<file path="config.mk">
export PLATFORM = sky130hd
export DESIGN_NAME = piradip_axis_to_axi4_writer_flat
export DESIGN_NICKNAME = d
export VERILOG_FILES = /design/src/rtl/piradip_axis_to_axi4_writer_if.sv /design/src/rtl/piradip_axis_to_axi4_writer.sv /design/src/flat_wrapper.sv
export SDC_FILE = /design/constraint.sdc
export NUM_CORES = 1
export LEC_CHECK = 0
export CORE_MARGIN = 2
export CORE_UTILIZATION = 50
export CTS_BUF_LIST = sky130_fd_sc_hd__clkbuf_2 sky130_fd_sc_hd__clkbuf_4 sky130_fd_sc_hd__clkbuf_8
export CTS_CLUSTER_DIAMETER = 80
export CTS_CLUSTER_SIZE = 10
export DETAILED_ROUTE_END_ITERATION = 10
export PLACE_DENSITY = 0.76
export SKIP_LAST_GASP = 1
export SYNTH_ARGS = -nofsm -noshare
export SYNTH_HDL_FRONTEND = slang
export SYNTH_SLANG_ARGS = --single-unit
</file>
<file path="constraint.sdc">
create_clock -name aclk -period 3.4 [get_ports aclk]
set_input_delay 0.68 -clock aclk [delete_from_list [all_inputs] [get_ports aclk]]
set_output_delay 0.68 -clock aclk [all_outputs]
set_load 0.01 [all_outputs]
</file>
<file path="src/rtl/piradip_axis_to_axi4_writer_if.sv">
// Stream-in / AXI4-write-out signal bundle for piradip_axis_to_axi4_writer.
// master: the writer (stream sink, AXI write master); slave: its environment.
interface piradip_axis_to_axi4_writer_if #(
  parameter int unsigned DATA_WIDTH = 32,
  parameter int unsigned ADDR_WIDTH = 32
);
  logic [DATA_WIDTH-1:0]   s_axis_tdata;
  logic                    s_axis_tvalid;
  logic                    s_axis_tready;
  logic                    s_axis_tlast;

  logic [ADDR_WIDTH-1:0]   m_axi_awaddr;
  logic [7:0]              m_axi_awlen;
  logic [2:0]              m_axi_awsize;
  logic [1:0]              m_axi_awburst;
  logic                    m_axi_awvalid;
  logic                    m_axi_awready;

  logic [DATA_WIDTH-1:0]   m_axi_wdata;
  logic [DATA_WIDTH/8-1:0] m_axi_wstrb;
  logic                    m_axi_wlast;
  logic                    m_axi_wvalid;
  logic                    m_axi_wready;

  logic [1:0]              m_axi_bresp;
  logic                    m_axi_bvalid;
  logic                    m_axi_bready;

  modport master (
    input  s_axis_tdata, s_axis_tvalid, s_axis_tlast,
    output s_axis_tready,
    output m_axi_awaddr, m_axi_awlen, m_axi_awsize, m_axi_awburst, m_axi_awvalid,
    input  m_axi_awready,
    output m_axi_wdata, m_axi_wstrb, m_axi_wlast, m_axi_wvalid,
    input  m_axi_wready,
    input  m_axi_bresp, m_axi_bvalid,
    output m_axi_bready
  );

  modport slave (
    output s_axis_tdata, s_axis_tvalid, s_axis_tlast,
    input  s_axis_tready,
    input  m_axi_awaddr, m_axi_awlen, m_axi_awsize, m_axi_awburst, m_axi_awvalid,
    output m_axi_awready,
    input  m_axi_wdata, m_axi_wstrb, m_axi_wlast, m_axi_wvalid,
    output m_axi_wready,
    output m_axi_bresp, m_axi_bvalid,
    input  m_axi_bready
  );
endinterface

</file>
<file path="src/rtl/piradip_axis_to_axi4_writer.sv">
// AXI-Stream to AXI4 circular-buffer write engine: FWFT FIFO plus single-outstanding INCR bursts.
// Optional tlast-driven short/flush bursts are enabled by defining PIRADIP_S2MM_FLUSH_EN.
module piradip_axis_to_axi4_writer #(
  parameter int unsigned DATA_WIDTH = 32,
  parameter int unsigned ADDR_WIDTH = 32,
  parameter int unsigned BURST_LEN  = 16,
  parameter int unsigned BUF_BASE   = 0,
  parameter int unsigned BUF_BYTES  = 4096,
  parameter int unsigned FIFO_DEPTH = 32
) (
  input  logic                              aclk,
  input  logic                              aresetn,
  input  logic                              enable,
  piradip_axis_to_axi4_writer_if.master     bus,
  output logic [ADDR_WIDTH-1:0]             wr_ptr,
  output logic [15:0]                       err_count
);

  localparam int unsigned BYTES = DATA_WIDTH / 8;
  localparam int unsigned SIZE  = $clog2(BYTES);
  localparam int unsigned PW    = (FIFO_DEPTH > 1) ? $clog2(FIFO_DEPTH) : 1;
  localparam int unsigned CW    = $clog2(FIFO_DEPTH + 1);

  localparam logic [ADDR_WIDTH-1:0] BASE_A     = ADDR_WIDTH'(BUF_BASE);
  localparam logic [ADDR_WIDTH-1:0] BUFSZ_A    = ADDR_WIDTH'(BUF_BYTES);
  localparam logic [8:0]            FULL_BEATS = 9'(BURST_LEN);
  localparam logic [CW-1:0]         THRESH     = CW'(BURST_LEN);
  localparam logic [CW-1:0]         DEPTH_C    = CW'(FIFO_DEPTH);
  localparam logic [PW-1:0]         LAST_P     = PW'(FIFO_DEPTH - 1);

  typedef enum logic [1:0] {S_IDLE, S_ADDR, S_DATA, S_RESP} state_e;

  state_e                  state_q, state_d;
  logic [DATA_WIDTH-1:0]   mem_q [FIFO_DEPTH];
  logic [PW-1:0]           fifo_wp_q, fifo_rp_q;
  logic [CW-1:0]           count_q, count_d;
  logic                    run_q;
  logic [7:0]              awlen_q, awlen_d;
  logic [7:0]              beat_q, beat_d;
  logic [ADDR_WIDTH-1:0]   offset_q, offset_d;
  logic [15:0]             err_q, err_d;

  logic                    push, pop, full, empty;
  logic                    start;
  logic [8:0]              burst_beats;
  logic [ADDR_WIDTH-1:0]   next_off;

  assign full  = (count_q == DEPTH_C);
  assign empty = (count_q == '0);

  assign bus.s_axis_tready = run_q & enable & ~full;
  assign push              = bus.s_axis_tvalid & bus.s_axis_tready;
  assign pop               = bus.m_axi_wvalid & bus.m_axi_wready;

  assign bus.m_axi_awaddr  = BASE_A + offset_q;
  assign bus.m_axi_awlen   = awlen_q;
  assign bus.m_axi_awsize  = 3'(SIZE);
  assign bus.m_axi_awburst = 2'b01;
  assign bus.m_axi_awvalid = (state_q == S_ADDR);
  assign bus.m_axi_wdata   = mem_q[fifo_rp_q];
  assign bus.m_axi_wstrb   = '1;
  assign bus.m_axi_wvalid  = (state_q == S_DATA) & ~empty;
  assign bus.m_axi_wlast   = (state_q == S_DATA) && (beat_q == awlen_q);
  assign bus.m_axi_bready  = (state_q == S_RESP);

  assign wr_ptr    = offset_q;
  assign err_count = err_q;

  always_comb begin
    count_d = count_q;
    if (push && !pop) count_d = count_q + CW'(1);
    else if (!push && pop) count_d = count_q - CW'(1);
  end

`ifdef PIRADIP_S2MM_FLUSH_EN
  // flush_q: FIFO entries up to and including the newest accepted tlast beat.
  logic [CW-1:0]         flush_q, flush_d;
  logic [ADDR_WIDTH-1:0] room;
  logic [8:0]            want;

  always_comb begin
    flush_d = flush_q;
    if (push && bus.s_axis_tlast) flush_d = count_d;
    else if (pop && flush_q != '0) flush_d = flush_q - CW'(1);
  end

  always_comb begin
    room        = (BUFSZ_A - offset_q) >> SIZE;
    want        = (count_q >= THRESH) ? FULL_BEATS : 9'(flush_q);
    burst_beats = (ADDR_WIDTH'(want) > room) ? 9'(room) : want;
    start       = (count_q >= THRESH) || (flush_q != '0);
  end

  always_ff @(posedge aclk) begin
    if (!aresetn) flush_q <= '0;
    else          flush_q <= flush_d;
  end
`else
  logic unused_tlast;
  assign unused_tlast = bus.s_axis_tlast;
  assign burst_beats  = FULL_BEATS;
  assign start        = (count_q >= THRESH);
`endif

  always_comb begin
    next_off = offset_q + ((ADDR_WIDTH'(awlen_q) + ADDR_WIDTH'(1)) << SIZE);
    if (next_off == BUFSZ_A) next_off = '0;
  end

  always_comb begin
    state_d  = state_q;
    awlen_d  = awlen_q;
    beat_d   = beat_q;
    offset_d = offset_q;
    err_d    = err_q;
    case (state_q)
      S_IDLE: if (enable && start) begin
        state_d = S_ADDR;
        awlen_d = 8'(burst_beats - 9'd1);
      end
      S_ADDR: if (bus.m_axi_awready) begin
        state_d = S_DATA;
        beat_d  = '0;
      end
      S_DATA: if (pop) begin
        beat_d = beat_q + 8'd1;
        if (beat_q == awlen_q) state_d = S_RESP;
      end
      S_RESP: if (bus.m_axi_bvalid) begin
        state_d  = S_IDLE;
        offset_d = next_off;
        if (bus.m_axi_bresp != 2'b00 && err_q != '1) err_d = err_q + 16'd1;
      end
      default: state_d = S_IDLE;
    endcase
  end

  // Storage is not reset; emptiness is defined solely by the pointers and count.
  always_ff @(posedge aclk) begin
    if (push) mem_q[fifo_wp_q] <= bus.s_axis_tdata;
  end

  always_ff @(posedge aclk) begin
    if (!aresetn) begin
      state_q   <= S_IDLE;
      fifo_wp_q <= '0;
      fifo_rp_q <= '0;
      count_q   <= '0;
      run_q     <= 1'b0;
      awlen_q   <= 8'(BURST_LEN - 1);
      beat_q    <= '0;
      offset_q  <= '0;
      err_q     <= '0;
    end else begin
      state_q  <= state_d;
      count_q  <= count_d;
      run_q    <= 1'b1;
      awlen_q  <= awlen_d;
      beat_q   <= beat_d;
      offset_q <= offset_d;
      err_q    <= err_d;
      if (push) fifo_wp_q <= (fifo_wp_q == LAST_P) ? '0 : fifo_wp_q + PW'(1);
      if (pop)  fifo_rp_q <= (fifo_rp_q == LAST_P) ? '0 : fifo_rp_q + PW'(1);
    end
  end

endmodule

</file>
<file path="src/flat_wrapper.sv">
// flat-port wrapper written by rule: the top's interface ports become plain ports
module piradip_axis_to_axi4_writer_flat 
#(
  parameter int unsigned DATA_WIDTH = 32,
  parameter int unsigned ADDR_WIDTH = 32,
  parameter int unsigned BURST_LEN  = 16,
  parameter int unsigned BUF_BASE   = 0,
  parameter int unsigned BUF_BYTES  = 4096,
  parameter int unsigned FIFO_DEPTH = 32
)
  (aclk, aresetn, enable, wr_ptr, err_count, bus_s_axis_tdata, bus_s_axis_tvalid, bus_s_axis_tlast, bus_s_axis_tready, bus_m_axi_awaddr, bus_m_axi_awlen, bus_m_axi_awsize, bus_m_axi_awburst, bus_m_axi_awvalid, bus_m_axi_awready, bus_m_axi_wdata, bus_m_axi_wstrb, bus_m_axi_wlast, bus_m_axi_wvalid, bus_m_axi_wready, bus_m_axi_bresp, bus_m_axi_bvalid, bus_m_axi_bready);
  piradip_axis_to_axi4_writer_if #(.DATA_WIDTH(DATA_WIDTH), .ADDR_WIDTH(ADDR_WIDTH)) bus_i ();
  input  logic aclk;
  input  logic aresetn;
  input  logic enable;
  output logic [ADDR_WIDTH-1:0] wr_ptr;
  output logic [15:0] err_count;
  input wire logic [$bits(bus_i.s_axis_tdata)-1:0] bus_s_axis_tdata;
  input wire logic [$bits(bus_i.s_axis_tvalid)-1:0] bus_s_axis_tvalid;
  input wire logic [$bits(bus_i.s_axis_tlast)-1:0] bus_s_axis_tlast;
  output wire logic [$bits(bus_i.s_axis_tready)-1:0] bus_s_axis_tready;
  output wire logic [$bits(bus_i.m_axi_awaddr)-1:0] bus_m_axi_awaddr;
  output wire logic [$bits(bus_i.m_axi_awlen)-1:0] bus_m_axi_awlen;
  output wire logic [$bits(bus_i.m_axi_awsize)-1:0] bus_m_axi_awsize;
  output wire logic [$bits(bus_i.m_axi_awburst)-1:0] bus_m_axi_awburst;
  output wire logic [$bits(bus_i.m_axi_awvalid)-1:0] bus_m_axi_awvalid;
  input wire logic [$bits(bus_i.m_axi_awready)-1:0] bus_m_axi_awready;
  output wire logic [$bits(bus_i.m_axi_wdata)-1:0] bus_m_axi_wdata;
  output wire logic [$bits(bus_i.m_axi_wstrb)-1:0] bus_m_axi_wstrb;
  output wire logic [$bits(bus_i.m_axi_wlast)-1:0] bus_m_axi_wlast;
  output wire logic [$bits(bus_i.m_axi_wvalid)-1:0] bus_m_axi_wvalid;
  input wire logic [$bits(bus_i.m_axi_wready)-1:0] bus_m_axi_wready;
  input wire logic [$bits(bus_i.m_axi_bresp)-1:0] bus_m_axi_bresp;
  input wire logic [$bits(bus_i.m_axi_bvalid)-1:0] bus_m_axi_bvalid;
  output wire logic [$bits(bus_i.m_axi_bready)-1:0] bus_m_axi_bready;
  assign bus_i.s_axis_tdata = bus_s_axis_tdata;
  assign bus_i.s_axis_tvalid = bus_s_axis_tvalid;
  assign bus_i.s_axis_tlast = bus_s_axis_tlast;
  assign bus_s_axis_tready = bus_i.s_axis_tready;
  assign bus_m_axi_awaddr = bus_i.m_axi_awaddr;
  assign bus_m_axi_awlen = bus_i.m_axi_awlen;
  assign bus_m_axi_awsize = bus_i.m_axi_awsize;
  assign bus_m_axi_awburst = bus_i.m_axi_awburst;
  assign bus_m_axi_awvalid = bus_i.m_axi_awvalid;
  assign bus_i.m_axi_awready = bus_m_axi_awready;
  assign bus_m_axi_wdata = bus_i.m_axi_wdata;
  assign bus_m_axi_wstrb = bus_i.m_axi_wstrb;
  assign bus_m_axi_wlast = bus_i.m_axi_wlast;
  assign bus_m_axi_wvalid = bus_i.m_axi_wvalid;
  assign bus_i.m_axi_wready = bus_m_axi_wready;
  assign bus_i.m_axi_bresp = bus_m_axi_bresp;
  assign bus_i.m_axi_bvalid = bus_m_axi_bvalid;
  assign bus_m_axi_bready = bus_i.m_axi_bready;
  piradip_axis_to_axi4_writer #(.DATA_WIDTH(DATA_WIDTH), .ADDR_WIDTH(ADDR_WIDTH), .BURST_LEN(BURST_LEN), .BUF_BASE(BUF_BASE), .BUF_BYTES(BUF_BYTES), .FIFO_DEPTH(FIFO_DEPTH)) u_core (.aclk(aclk), .aresetn(aresetn), .enable(enable), .bus(bus_i), .wr_ptr(wr_ptr), .err_count(err_count));
endmodule
</file>
==> impl_metrics.ini, run 1 <==
[status]
status = complete, but fails checks
violations = setup timing

[yosys]
yosysWarnings = 0
synth_xor_area_frac = 0.0110
synth-main-ff-cell = edfxtp_1
syn_inst = 2014
synthesis.area_um2 = 43200
yosys-top-cells-area = edfxtp_1, mux4_2, dfxtp_1
synth.ff_latch_count = 1098
muxShareOfSynthArea = 0.177
syn_area_per_cell_um2 = 21.4
ys_seq_area_frac = 0.746
yosys.area_share.simple = 0.0294
yosysTopAreaCellShare = 0.712
synth.distinct_cells = 55
synth_compound_area_frac = 0.00864
yosysTopAreaCell = edfxtp_1
async_reset_ff_frac = 0
synth_edf_count = 1024
synthAdderAreaFrac = 0.00626
synth_top_family_by_area = multiplexers

[detailed_routing]
wl_per_cell_um = 29.4
drt-pass1-iter-count = 6
first_iter_violations = 2881
antenna_left = 0
remaining_drc_errors = 0
via_per_inst = 6.24
vias = 22000
finalWirelength_um = 104000

[cts]
numCtsBuffers = 119
holdBufCountCts = 0
cts_tree = yes
clk_latency_ns = 0.76
clk_path_buf_depth = 3
clkTransAtPathRegs_ns = 0.07
clock-sinks = 1098
cts-root-buf = clkbuf_8
h-tree-depth = 3

[hold_path]
min_from = u_core.fifo_rp_q[3]
hp-class = flop to flop
min_path_cells = 2

[final_layout]
fillers = 5894
final_util = 0.588
final_nets = 2422
layout_commonest_cell = edfxtp_1
final_area_um2 = 50200
drive_gt1_frac = 0.326
layout_common_cells = edfxtp_1, mux4_2, clkbuf_8
regArea_um2 = 32200
area_delta_synth_final_pct = 16.3
multi_input_area_um2 = 10500

[grt]
grt_max_degree = 42
first_global_vias = 22400
grt.overflow.total = 0
antenna_found_initial = 3
grt_pass1_wl_um = 149000
globalRouteTotalUtil = 0.232

[worst_setup_path]
cp_slowest_cell = mux4_2
end_kind = primary output
rr_startpoint = u_core.count_q[0]
cp-start-kind = flop
crit_required_ns = 2.72
path_max_fanout = 5
rr_worst_depth = 15
slowest_delay_ns = 0.51
worstPathCellList = buf_12, buf_16, buf_12, buf_16, buf_6, mux4_2, mux4_2, mux2_4, buf_6
worstPathArrival_ns = 3.18
reg2reg_to = u_core.count_q[5]
rrSetupSlack_ns = 0.40
crit_type = flop to primary output

[sta]
min_period_over_period = 1.13
layout_min_cycle_time_ns = 3.86
worstMarginPinSlew_ns = 1.15
slew_headroom = 0.232
rsz0062_at_grt = true
maxSlewViolCount = 0
setup_tns_ns = -11.47
clock.fmax_mhz = 259
hold_viol = 0
fin_skew_ns = 0.0534
setup_slack_ns = -0.459
setup_viol = 32

[floorplan]
io-pin-count = 176
die-area_um2 = 88700
die_y_um = 298
die_w_um = 298
core_region_area_um2 = 85400
start_util = 0.506
rows = 107

[placed_design]
detailedPlacementHpwl_um = 56800
io_buffers = 145
place.gp.congestion = 0.806
place_area_um2 = 47100

[power_and_ir_drop]
irDropWorstVdd_uv = 325
pwr_density_cell_nw_per_um2 = 467
power.leakage_uw = 0.0156

[run]
maxCapViolCount = 0
==> per-layer routing <==
layer / global-route usage / wire [um]
met1: 0.312 / 38700
met3: 0.0505 / 10000
met2: 0.380 / 52000
met4: 0.0775 / 2970
met5: 0 / 13
==> how the worst max path moves through the flow <==
stage / startpoint / to / slack (ns) / depth (start not counted)
3_3_place_gp: bus_m_axi_wready / u_core.count_q[5] / -0.12 / 14
2_1_floorplan: enable / u_core.mem_q[31][0] / 0.09 / 6
3_5_place_dp: bus_m_axi_wready / u_core.count_q[5] / -0.01 / 14
4_1_cts: flop / bus_m_axi_wdata[27] / -0.53 / 9
6_report: flop / bus_m_axi_wdata[30] / -0.46 / 9
5_1_grt: flop / bus_m_axi_wdata[28] / -0.52 / 8
==> logic make-up after synthesis <==
group,after synthesis
other,2
flip-flops,1098
AND/OR/NAND/NOR,255
adder cells (fa/ha/maj),21
multiplexers,359
AO/OA/AOI/OAI,61
buffers and inverters,164
XOR/XNOR,54
==> synth_stat cells (2+ instances only) <==
cell type / count
nand2b_1: 3
a21o_1: 2
mux4_2: 320
a222oi_1: 2
or4_1: 2
nor2_1: 101
clkbuf_1: 41
edfxtp_1: 1024
nand3_1: 24
nand4_2: 2
xor2_1: 32
nor4_1: 5
inv_1: 12
nor2b_1: 2
mux2i_1: 7
buf_6: 4
nor3_1: 12
and4_1: 6
and2_1: 11
a211o_1: 5
buf_2: 21
nand2_1: 41
a31oi_1: 5
dfxtp_1: 74
or3_1: 8
a21oi_1: 24
nand3b_1: 4
a211oi_1: 2
buf_1: 18
o21ai_0: 14
xnor2_1: 22
mux2_2: 32
and3_1: 12
ha_1: 20
nand4_1: 14
buf_4: 66
conb_1: 2
==> sequential cells by signal (all words and copies together), names as in the netlist, named ones only <==
register          flops
u_core.beat_q         8
u_core.count_q        6
u_core.err_count     16
u_core.fifo_rp_q      5
u_core.fifo_wp_q      5
u_core.mem_q       1024
u_core.run_q          1
u_core.state_q        2
u_core.wr_ptr        26
==> power by group <==
group | switching, uW | internal (uW)
Clock | 4280 | 3380
Sequential | 31.8 | 14800
Combinational | 506 | 461
==> metrics by stage <==
| stage | hold WS, ns | instances | setup WS, ns | total power [uW] |
|---|---|---|---|---|
| after floorplan | 0.467 | 2041 | 0.0903 | 15600 |
| after global placement | 0.478 | 3317 | -0.116 | 15900 |
| after detailed placement | 0.484 | 3317 | -0.0146 | 16000 |
| after CTS | 0.506 | 3517 | -0.529 | 23600 |
| after global routing | 0.565 | 3525 | -0.518 | 24100 |
| final | 0.515 | 3525 | -0.459 | 23500 |
==> worst max-delay path, delay by kind of cell (launching register included) <==
family | cells | cell delay (ns)
mux | 3 | 1.32
flops | 1 | 0.36
buf+inv | 6 | 0.79
==> repair_timing <==
item                                    4_1_cts  5_1_grt
gates resized for setup                     236       39
hold endpoints to repair                      0        0
endpoints found under the setup margin       32       32
buffers inserted                             45       16
cloned                                       14        6
==> cell type report <==
class                           instances  share of cell area
Timing Repair Buffer                  347              0.0823
Inverter                               14             0.00105
Tap cell                             1144              0.0285
Clock inverter                          5             0.00132
Multi-Input combinational cell        779               0.209
Sequential cell                      1098               0.642
Clock buffer                          137              0.0356
Antenna cell                            1           0.0000498
No activity file was read; power rests on OpenSTA's default activity.
==> inputs of run 2 (changes only) <==
--- a/config.mk
+++ b/config.mk
@@ -5,7 +5,6 @@
 export SDC_FILE = /design/constraint.sdc
 export NUM_CORES = 1
 export LEC_CHECK = 0
-export CORE_MARGIN = 2
 export CORE_UTILIZATION = 50
 export CTS_BUF_LIST = sky130_fd_sc_hd__clkbuf_2 sky130_fd_sc_hd__clkbuf_4 sky130_fd_sc_hd__clkbuf_8
 export CTS_CLUSTER_DIAMETER = 80
==> run 2 against run 1 <==
The flow still finishes with violations (setup timing). Sequential share of layout area down 0.67 points. First-iteration DRC count down 6.4%. Clock skew increased by 0.0042 ns. Critical path depth fell by 1. Utilization grew 0.62 points. Non-clock buffer count is 1 higher. Critical path type unchanged. Critical endpoint is now bus_m_axi_wdata[25]. Largest cell class unchanged.
==> impl_metrics.ini, run 2 (synthesis results as in run 1) <==
[status]
status = complete, but fails checks
violations = setup timing

[cts]
clock-sinks = 1098
numCtsBuffers = 120
clk_path_buf_depth = 3
holdBufCountCts = 0
cts_tree = yes
h-tree-depth = 3
clkTransAtPathRegs_ns = 0.07
cts-root-buf = clkbuf_8
clk_latency_ns = 0.77

[run]
maxCapViolCount = 0

[grt]
antenna_found_initial = 5
grt_pass1_wl_um = 149000
grt.overflow.total = 0
first_global_vias = 22200
globalRouteTotalUtil = 0.237
grt_max_degree = 68

[detailed_routing]
antenna_left = 0
wl_per_cell_um = 28.8
finalWirelength_um = 103000
first_iter_violations = 2697
drt-pass1-iter-count = 5
remaining_drc_errors = 0
vias = 21800
via_per_inst = 6.10

[floorplan]
die_y_um = 296
core_region_area_um2 = 85400
die-area_um2 = 87500
die_w_um = 296
io-pin-count = 176
start_util = 0.506
rows = 107

[sta]
setup_viol = 32
setup_slack_ns = -0.473
clock.fmax_mhz = 258
rsz0062_at_grt = true
worstMarginPinSlew_ns = 1.08
whs_ns = 0.515
slew_headroom = 0.278
layout_min_cycle_time_ns = 3.87
min_period_over_period = 1.14
maxSlewViolCount = 0
hold_viol = 0
fin_skew_ns = 0.0576

[worst_setup_path]
end_kind = primary output
worstPathArrival_ns = 3.19
slowest_delay_ns = 0.52
crit_type = flop to primary output
crit_required_ns = 2.72
cp-start-kind = flop
path_buf_inv = 5
crit_family = multiplexers
path_max_fanout = 8
cp_slowest_cell = mux4_2
worstPathCellList = buf_4, buf_12, buf_4, buf_16, mux4_2, mux4_2, mux2_4, buf_6

[power_and_ir_drop]
irDropWorstVdd_uv = 302
pwr_density_cell_nw_per_um2 = 477
power.leakage_uw = 0.0158

[final_layout]
final_cells = 3574
final_nets = 2424
largest_reg_flops = 1024
layout_commonest_cell = edfxtp_1
layout_common_cells = edfxtp_1, mux4_2, clkbuf_8
area_delta_synth_final_pct = 17.5
drive_gt1_frac = 0.338
largest-register = u_core.mem_q

[placed_design]
io_buffers = 145
place.gp.congestion = 0.820
dp.cells = 3315
pre_cts_slack_ns = -0.0455
detailedPlacementHpwl_um = 57700

[hold_path]
hp-class = flop to flop
run 2: worst paths after layout:
| kind | start | to | slack (ns) | depth (start not counted) |
|---|---|---|---|---|
| setup / recovery | flop | bus_m_axi_wdata[25] | -0.47 | 8 |
| hold / removal | u_core.err_count[15] | u_core.err_count[15] | 0.51 | 2 |
| setup reg to reg | u_core.state_q[0] | u_core.count_q[5] | 0.35 | 15 |
| hold reg to reg | u_core.err_count[15] | u_core.err_count[15] | 0.51 | 2 |
run 2: cell type report:
cell class | count | area [um^2]
diodes | 4 | 10.0
clock buffers | 177 | 2080
clock inverters | 10 | 120
fillers | 5875 | 34700
inverters | 14 | 52.6
multi-input cells | 779 | 10500
flip-flops and latches | 1098 | 32200
well taps | 1144 | 1430
repair buffers | 348 | 4310
run 2: timing repair:
item	4_1_cts	5_1_grt
buffers inserted	46	12
gates resized for setup	244	22
gates cloned	15	2
endpoints found under the setup margin	32	32
pin swaps	0	0
run 2: routing by layer:
metal / global-route usage / up-vias / part of all wire
met5: 0 / - / 0.00013
met4: 0.0656 / 2 / 0.021
met3: 0.0521 / 159 / 0.10
met2: 0.389 / 1242 / 0.50
met1: 0.321 / 11500 / 0.38
li1: - / 8908 / -
run 2: through the flow:
| step | setup TNS (ns) | power, uW | utilization | area, um^2 |
|---|---|---|---|---|
| 4_1_cts | -13.48 | 24300 | 0.593 | 50700 |
| 3_5_place_dp | -0.0515 | 16000 | 0.553 | 47200 |
| 6_report | -11.40 | 24200 | 0.594 | 50700 |
| 3_3_place_gp | -0.193 | 15900 | 0.553 | 47200 |
| 5_1_grt | -14.55 | 24900 | 0.594 | 50700 |
| 2_1_floorplan | 0 | 15600 | - | 43300 |
run 2: where the power goes:
group	total, uW	internal, uW	switching, uW
Clock	8400	3950	4450
Combinational	976	467	509
Sequential	14800	14800	35.3
run 2: worst register-to-register path, stage by stage (launching register included):
cell	delay, ns
dfxtp_1	0.35
inv_1	0.12
ha_1	0.22
inv_1	0.10
a211oi_1	0.31
inv_1	0.11
ha_1	0.23
inv_1	0.09
ha_1	0.23
a21o_1	0.18
a21oi_1	0.23
o21bai_1	0.09
a21oi_1	0.20
xnor2_1	0.09
or3_1	0.30
a21oi_1	0.14
==> inputs of run 3 (changes only) <==
--- a/config.mk
+++ b/config.mk
@@ -5,12 +5,12 @@
 export SDC_FILE = /design/constraint.sdc
 export NUM_CORES = 1
 export LEC_CHECK = 0
-export CORE_UTILIZATION = 50
+export CORE_UTILIZATION = 63
 export CTS_BUF_LIST = sky130_fd_sc_hd__clkbuf_2 sky130_fd_sc_hd__clkbuf_4 sky130_fd_sc_hd__clkbuf_8
 export CTS_CLUSTER_DIAMETER = 80
 export CTS_CLUSTER_SIZE = 10
 export DETAILED_ROUTE_END_ITERATION = 10
-export PLACE_DENSITY = 0.76
+export PLACE_DENSITY = 0.9
 export SKIP_LAST_GASP = 1
 export SYNTH_ARGS = -nofsm -noshare
 export SYNTH_HDL_FRONTEND = slang
==> run 3 against run 2 <==
The flow still finishes with violations (setup timing). Critical path depth stayed put. Sequential share of layout area rose by 0.88 points. Clock skew is 0.0051 ns lower. First-iteration DRC count increased by 35%. Combinational power barely moved. Cell count fell by 8.6%. Register-to-register slack about the same. Critical endpoint is now bus_m_axi_wdata[9].
==> impl_metrics.ini, run 3 (synthesis results as in run 1) <==
[final_layout]
layout_commonest_cell = edfxtp_1
largest_reg_flops = 1024
largest-register = u_core.mem_q
final_nets = 2429
drive_gt1_frac = 0.329
final_cells = 3268
layout_common_cells = edfxtp_1, mux4_2, clkbuf_8
final_util = 0.741
final_area_um2 = 50000
area_delta_synth_final_pct = 15.9

[sta]
hold_viol = 0
setup_viol = 32
clock.fmax_mhz = 255
rsz0062_at_grt = true
worstMarginPinSlew_ns = 1.24
setup_slack_ns = -0.529
min_period_over_period = 1.16
maxSlewViolCount = 0
whs_ns = 0.503
slew_headroom = 0.172
layout_min_cycle_time_ns = 3.93
fin_skew_ns = 0.0525

[grt]
grt_pass1_wl_um = 167000
first_global_vias = 23800
grt.overflow.total = 0
globalRouteTotalUtil = 0.343
grt_max_degree = 42
antenna_found_initial = 5

[power_and_ir_drop]
power.leakage_uw = 0.0156
pwr_density_cell_nw_per_um2 = 474
irDropWorstVdd_uv = 309

[detailed_routing]
wl_per_cell_um = 36.3
finalWirelength_um = 119000
first_iter_violations = 3629
remaining_drc_errors = 0
via_per_inst = 7.17
vias = 23400
drt-pass1-iter-count = 6
antenna_left = 0

[floorplan]
core_region_area_um2 = 67500
rows = 95
die_y_um = 264
start_util = 0.640
io-pin-count = 176
die_w_um = 264
die-area_um2 = 69600

[cts]
holdBufCountCts = 0
h-tree-depth = 3
clkTransAtPathRegs_ns = 0.08
clk_path_buf_depth = 3
cts-root-buf = clkbuf_8
cts_tree = yes
clk_latency_ns = 0.77
numCtsBuffers = 119
clock-sinks = 1098

[worst_setup_path]
slowest_delay_ns = 0.54
rr_startpoint = u_core.state_q[0]
end_kind = primary output
crit_required_ns = 2.72
worstPathArrival_ns = 3.25
path_max_fanout = 8
crit_type = flop to primary output
rr_worst_depth = 15
worstPathCellList = buf_12, buf_16, buf_16, buf_12, mux4_2, mux4_2, mux2_4, buf_6
cp-start-kind = flop
cp_slowest_cell = mux4_2

[status]
status = complete, but fails checks
violations = setup timing

[placed_design]
detailedPlacementHpwl_um = 63700
place_area_um2 = 46700
place.gp.congestion = 0.849
pre_cts_slack_ns = -0.0422
dp.cells = 3039
io_buffers = 145

[run]
maxCapViolCount = 0

[hold_path]
hp-class = flop to flop
min_path_cells = 2
min_from = u_core.err_count[15]
-- run 3: metrics by stage --
| step | setup TNS [ns] | total power, uW |
|---|---|---|
| 5_1_grt | -15.87 | 24300 |
| 2_1_floorplan | 0 | 15600 |
| 4_1_cts | -14.68 | 23600 |
| 6_report | -13.98 | 23700 |
| 3_3_place_gp | -0.0584 | 15900 |
| 3_5_place_dp | -0.118 | 16000 |
-- run 3: cell type report --
| class | count | area [um^2] |
|---|---|---|
| repair buffers | 354 | 4290 |
| fillers | 3363 | 17500 |
| flip-flops and latches | 1098 | 32200 |
| clock inverters | 6 | 53.8 |
| well taps | 873 | 1090 |
| diodes | 2 | 5.00 |
| multi-input cells | 779 | 10500 |
| inverters | 14 | 52.6 |
| clock buffers | 142 | 1820 |
-- run 3: where the power goes --
| part | internal (uW) | switching, uW | leakage (uW) |
|---|---|---|---|
| logic | 473 | 536 | 0.00485 |
| registers | 14800 | 36.9 | 0.00981 |
| clock network | 3430 | 4460 | 0.000984 |
-- run 3: critical path: cells and delay by family (launching register included) --
kind,cells,cell delay (ns)
buffers and inverters,5,0.69
multiplexers,3,1.37
flip-flops,1,0.42
-- run 3: final timing paths --
path	endpoint	slack, ns
worst min register to register	u_core.err_count[15]	0.50
worst max-delay path	bus_m_axi_wdata[9]	-0.53
worst max register to register	u_core.count_q[5]	0.36
worst min-delay path	u_core.err_count[15]	0.50
-- run 3: timing repair --
action / in CTS / in global routing
setup buffers: 56 / 13
gates cloned: 16 / 3
setup endpoints to repair: 32 / 32
resized for setup: 242 / 19
-- run 3: metal layers --
layer	share of wire	wire, um	vias to the layer above	track usage
li1	-	-	8898	-
met1	0.32	38300	11900	0.435
met2	0.50	59200	2157	0.555
met3	0.12	14200	449	0.0757
met4	0.059	7020	6	0.201
met5	0.00033	39	-	0
